[src/rtl/ctrl_inputs.sv]
// -----------------------------------------------------------------------------
// ctrl_inputs
//
// Conditions the raw board inputs that drive the game controller. Each of the
// two channels (start pushbutton, LFSR-load switch) goes through a two-flop
// synchroniser, a debounce state machine that only commits a level change
// after DB_CYCLES consecutive stable samples, and an edge detector that emits
// single-cycle pulses on committed level changes.
//
// Parameters
//   DB_CYCLES  stable cycles needed before a level change commits (>= 2)
//   CNT_W      debounce counter width, 2**CNT_W must exceed DB_CYCLES
//
// Ports
//   clk          system clock, all state on rising edge
//   reset        asynchronous active-low reset
//   start_btn    raw start pushbutton, 1 = pressed
//   load_sw      raw LFSR-load switch, 1 = load
//   start        debounced start level
//   lfsr_load    debounced load level
//   start_pulse  one-cycle pulse when start goes 0->1
//   load_rise    one-cycle pulse when lfsr_load goes 0->1
//   load_fall    one-cycle pulse when lfsr_load goes 1->0
// -----------------------------------------------------------------------------
module ctrl_inputs #(
    parameter int DB_CYCLES = 500000,
    parameter int CNT_W     = 20
) (
    input  logic clk,
    input  logic reset,
    input  logic start_btn,
    input  logic load_sw,
    output logic start,
    output logic lfsr_load,
    output logic start_pulse,
    output logic load_rise,
    output logic load_fall
);

    // Per-channel debounce states. PEND_* hold the old output level while the
    // new input value qualifies, so the level is 1 exactly in HIGH and PEND_LO.
    typedef enum logic [1:0] {
        LOW     = 2'b00,
        PEND_HI = 2'b01,
        HIGH    = 2'b11,
        PEND_LO = 2'b10
    } db_state_t;

    localparam logic [CNT_W-1:0] CNT_LAST = CNT_W'(DB_CYCLES - 1);

    // Channel 0 = start, channel 1 = load.
    logic [1:0] raw;
    logic [1:0] s1;
    logic [1:0] s2;
    logic [1:0] level;
    logic [1:0] rise;
    logic [1:0] fall;

    assign raw = {load_sw, start_btn};

    // NOTE: sequential state uses non-blocking assignments so every flop
    // samples the pre-edge value of its source; s2 therefore lags s1 by a
    // full cycle instead of collapsing into a single stage.
    always_ff @(posedge clk or negedge reset) begin
        if (!reset) begin
            s1 <= '0;
            s2 <= '0;
        end else begin
            s1 <= raw;
            s2 <= s1;
        end
    end

    for (genvar ch = 0; ch < 2; ch++) begin : g_chan
        db_state_t        state;
        db_state_t        state_next;
        logic [CNT_W-1:0] cnt;
        logic [CNT_W-1:0] cnt_next;
        logic             level_q;
        logic             level_next;
        logic             rise_q;
        logic             fall_q;

        // NOTE: every variable written here gets a default first, so no path
        // through the case leaves one unassigned and no latch is inferred.
        always_comb begin
            state_next = state;
            cnt_next   = cnt;
            case (state)
                LOW: begin
                    if (s2[ch]) begin
                        state_next = PEND_HI;
                        cnt_next   = '0;
                    end
                end
                PEND_HI: begin
                    if (!s2[ch]) begin
                        state_next = LOW;      // bounce rejected
                        cnt_next   = '0;
                    end else if (cnt == CNT_LAST) begin
                        state_next = HIGH;
                        cnt_next   = '0;
                    end else begin
                        cnt_next = cnt + CNT_W'(1);
                    end
                end
                HIGH: begin
                    if (!s2[ch]) begin
                        state_next = PEND_LO;
                        cnt_next   = '0;
                    end
                end
                PEND_LO: begin
                    if (s2[ch]) begin
                        state_next = HIGH;     // bounce rejected
                        cnt_next   = '0;
                    end else if (cnt == CNT_LAST) begin
                        state_next = LOW;
                        cnt_next   = '0;
                    end else begin
                        cnt_next = cnt + CNT_W'(1);
                    end
                end
                default: begin
                    state_next = LOW;
                    cnt_next   = '0;
                end
            endcase
            level_next = (state_next == HIGH) || (state_next == PEND_LO);
        end

        // The level and the pulses are registered from the next-state decode,
        // so outputs come straight from flops and each pulse lines up with the
        // first cycle of the new level.
        always_ff @(posedge clk or negedge reset) begin
            if (!reset) begin
                state   <= LOW;
                cnt     <= '0;
                level_q <= 1'b0;
                rise_q  <= 1'b0;
                fall_q  <= 1'b0;
            end else begin
                state   <= state_next;
                cnt     <= cnt_next;
                level_q <= level_next;
                rise_q  <= level_next & ~level_q;
                fall_q  <= ~level_next & level_q;
            end
        end

        assign level[ch] = level_q;
        assign rise[ch]  = rise_q;
        assign fall[ch]  = fall_q;
    end

    assign start       = level[0];
    assign lfsr_load   = level[1];
    assign start_pulse = rise[0];
    assign load_rise   = rise[1];
    assign load_fall   = fall[1];

endmodule

[config.mk]
export PLATFORM = sky130hd
export DESIGN_NAME = ctrl_inputs
export DESIGN_NICKNAME = d
export VERILOG_FILES = /design/src/rtl/ctrl_inputs.sv
export SDC_FILE = /design/constraint.sdc
export NUM_CORES = 1
export LEC_CHECK = 0
export BUFFER_PORTS_ARGS = -buffer_cell sky130_fd_sc_hd__buf_2
export CORE_AREA = 4 4 84 86
export DETAILED_ROUTE_END_ITERATION = 7
export DIE_AREA = 0 0 88 90
export PLACE_DENSITY = 0.64
export SETUP_SLACK_MARGIN = 0.02
export SLEW_MARGIN = 20
export SYNTH_ARGS = -nofsm -noshare
export SYNTH_HDL_FRONTEND = slang
export SYNTH_SLANG_ARGS = --single-unit
[constraint.sdc]
create_clock -name clk -period 2.8 [get_ports clk]
set_input_delay 0.56 -clock clk [delete_from_list [all_inputs] [get_ports clk]]
set_output_delay 0.56 -clock clk [all_outputs]
set_load 0.01 [all_outputs]
==> reports/qor_table.md <==
| Parameter | Reported | Unit |
|---|---|---|
| Outcome | completed | - |
| Average footprint of a synthesized cell | 9.155 | µm² |
| Number of gates given a new drive strength after cts | 0 | - |
| EDFF count, synth | 0 | - |
| Final instance area | 3223 | µm² |
| Remaining number of nets flagged by the antenna check after routing | 0 | - |
| Floorplan Core Area | 6277 | µm² |
| Clk slew on worst S/H paths | 110 | ps |
| Critical Path Sink Type | flip-flop | - |
| Crit path largest cell delay | 620 | ps |
| Final cell utilization of the core | 0.5135 | - |
| Filler-free cell count of the finished design | 417 | - |
| FFs w/ async S/R, synth | 1.000 | - |
| Count of filler cells inserted in the layout | 592 | - |
| Count of buffers inserted at the top-level ports | 8 | - |
| Maximum root-to-sink buffer count | 2 | - |
| Achievable clock frequency | 406.6 | MHz |
| Portion of synthesized cell area occupied by the leading cell type | 0.4333 | - |
| Count of final max-slew check failures | 0 | - |
| Final worst path period share | 0.8784 | - |
| Total die area | 7920 | µm² |
| Capture instance of the worst register-to-register path | g_chan[0].cnt[17] | - |
| Grt total ovfl | 0 | - |
| Fraction of layout cells with a size suffix above 1 | 0.1029 | - |
| X dimension of the die | 88 | µm |
| Measured slew at the worst slew-check pin | 740.3 | ps |
| Most numerous cell in the Yosys netlist | sky130_fd_sc_hd__dfrtp_1 | - |
| Final weighted congestion in routability-driven placement | 0.8305 | - |
| Cell at the root of the clock tree | sky130_fd_sc_hd__clkbuf_8 | - |
| Path class of the lowest-slack min-delay path | input port to asynchronous set/reset pin | - |
| DRT iter0 DRCs | 114 | - |
| Row cnt | 29 | - |
| CTS buffer count | 5 | - |
| Vias post-DR | 2392 | - |
| FF+latch count, synth | 52 | - |
| Maximum net fanout on the critical path | 13 | - |
| Category of the most critical setup path | flip-flop to flip-flop | - |
| Most area-consuming cells after synthesis | sky130_fd_sc_hd__dfrtp_1 43%, sky130_fd_sc_hd__ha_1 5.0%, sky130_fd_sc_hd__o21ai_0 4.3% | - |
| Drc violations | 0 | - |
| Max-cap violations | 0 | - |
| Synthesized instance count | 328 | - |
| Area growth, synth to finish | 7.333 | % |
| Required @ worst endpoint | 3000 | ps |
| Detailed placer's ending HPWL | 4156 | µm |
| Maximum number of pins on one net before global-route repair | 32 | - |
| Power Density | 522.7 | nW/µm² |
| Total instance count after detailed placement | 409 | - |
| Sum of negative setup slack | 0 | ps |
| Crit path time final | 2459 | ps |
| Worst-Skew Late Latency | 310 | ps |
| Most instantiated cells after synthesis | 52 x sky130_fd_sc_hd__dfrtp_1, 29 x sky130_fd_sc_hd__nor2_1, 27 x sky130_fd_sc_hd__nand2_1, 26 x sky130_fd_sc_hd__o21ai_0, 23 x sky130_fd_sc_hd__inv_1 | - |
| Count of different cell masters after synthesis | 49 | - |
| Hold Violations, Final | 0 | - |
| Overall fraction of global-route tracks in use | 0.1557 | - |
| Startpoint of the lowest-slack register-to-register path | start | - |
| Data arrival at the endpoint of the critical path | 2650 | ps |
| First-pass iteration count of the detailed router | 4 | - |
| Diode count | 0 | - |
| Mapped cell area | 3003 | µm² |
| Effective utilization at floorplan | 0.4784 | - |
| Net count reported at finish | 355 | - |
| Number of top-level design ports | 9 | - |
| Antenna violations before repair | 0 | - |
| Worst slew slack as a fraction of its limit | 0.5065 | - |
| Y dimension of the die | 90 | µm |
| Crit path cell chain | inv_1 > ha_1 > mux2_2 > or4_1 > nor3_1 > xnor2_1 > nor2_1 | - |
| First-pass GRT wire length | 10230 | µm |
| Routed WL per cell | 14.37 | µm |
| Post-Synthesis Net Count | 344 | - |
| Post-Route Hold Slack | 164.1 | ps |
| CP Launch Type | flip-flop | - |
| Cell area reported after detailed placement | 3123 | µm² |
| Detailed Route WL | 5993 | µm |
| Most instantiated flip-flop cell in the synthesis netlist | sky130_fd_sc_hd__dfrtp_1 | - |
| Buffers inserted by post-CTS timing repair | 0 | - |
| Critical-path cell with the highest stage delay | sky130_fd_sc_hd__or4_1 | - |
| Deepest level of the CTS H-tree | 2 | - |
| Sequential area share after synthesis | 0.4333 | - |
| Length in cells of the worst reg-to-reg path | 7 | - |
| Yosys top cell by area | sky130_fd_sc_hd__dfrtp_1 | - |
| Largest voltage drop on the vdd net | 419.6 | µV |
| Number of global-route vias before repair | 2211 | - |
| Setup repair after global routing missed its margin | false | - |
| Routed vias/inst | 5.736 | - |
| Post-Route Skew | 8.727 | ps |
| P_leak | 0.001355 | µW |
| Flop-to-flop setup slack | 340 | ps |
| YS warnings | 0 | - |
| Number of failing setup endpoints in the final timing report | 0 | - |
| CTS tree | done | - |
| CTS Sinks | 52 | - |
| Number of buffers inserted by hold repair at cts | 0 | - |
==> cell type report <==
class | instances | area [µm²] | area share
clock buffers | 5 | 68.82 | 0.02135
repair buffers | 12 | 70.07 | 0.02174
inverters | 23 | 86.33 | 0.02679
clock inverters | 3 | 27.53 | 0.008540
flip-flops and latches | 52 | 1301 | 0.4037
multi-input cells | 245 | 1573 | 0.4880
well taps | 77 | 96.34 | 0.02989
==> sequential cells by signal (all words and copies together), names as in the netlist <==
register,flops
lfsr_load,1
g_chan.cnt,40
start,1
s1,2
load_rise,1
start_pulse,1
s2,2
g_chan.state,3
load_fall,1
==> worst max path at each step <==
stage | end | slack (ps) | from
after CTS | g_chan[0].cnt[17] | 330 | start
after global placement | g_chan[0].cnt[19] | 400 | start
after floorplan | g_chan[0].cnt[19] | 630 | start
final | g_chan[0].cnt[17] | 340 | start
after detailed placement | g_chan[0].cnt[17] | 350 | start
after global routing | g_chan[0].cnt[17] | 210 | start
==> metrics by stage <==
| stage | power [µW] | setup slack, ps |
|---|---|---|
| floorplan | 1142 | 633.4 |
| global placement | 1236 | 401.1 |
| detailed placement | 1244 | 353.1 |
| CTS | 1699 | 329.3 |
| global route | 1795 | 212.6 |
| finish | 1685 | 340.5 |
==> cell families (layout without fill, tap and decap cells) <==
| kind of cell | after synthesis | count (layout) | share of synthesized area |
|---|---|---|---|
| buf+inv | 31 | 43 | 0.04416 |
| flops | 52 | 52 | 0.4333 |
| mux | 8 | 8 | 0.02792 |
| compound gates | 74 | 74 | 0.1562 |
| fa+ha+maj | 12 | 12 | 0.05000 |
| simple gates | 141 | 141 | 0.2592 |
| xor+xnor | 10 | 10 | 0.02917 |
==> cell usage in the layout (no fill, tap or decap), drive strengths merged, types with 6 or more instances in the layout <==
cell / netlist / routed
ha: 12 / 12
and2: 6 / 6
nor2: 31 / 31
or4: 14 / 14
buf: 3 / 12
xnor2: 6 / 6
dfrtp: 52 / 52
nand3: 13 / 13
o21ai: 29 / 29
nor3: 11 / 11
nand4: 12 / 12
nor2b: 7 / 7
inv: 23 / 24
a21oi: 21 / 21
a22o: 8 / 8
nand2: 27 / 27
==> routing by layer <==
metal,GRT usage,wire length (µm)
met1,0.2110,2842
met2,0.2513,2878
met3,0.02559,167
met4,0.04987,105
met5,0,0
==> worst max-delay path, delay by kind of cell, from the launching register on <==
kind                       cells  cell delay (ps)
xor gates and xnor gates       1              150
adders and majority gates      1              220
buffers and inverters          1              140
DFF                            1              510
muxes                          1              380
and+or+nand+nor                3              940
==> power breakdown <==
part,internal (µW),switching (µW),leakage (µW)
combinational,146,271,0.000595
sequential,778,32.4,0.000713
clock,184,273,0.0000463
No activity file was read; power rests on OpenSTA's default activity.
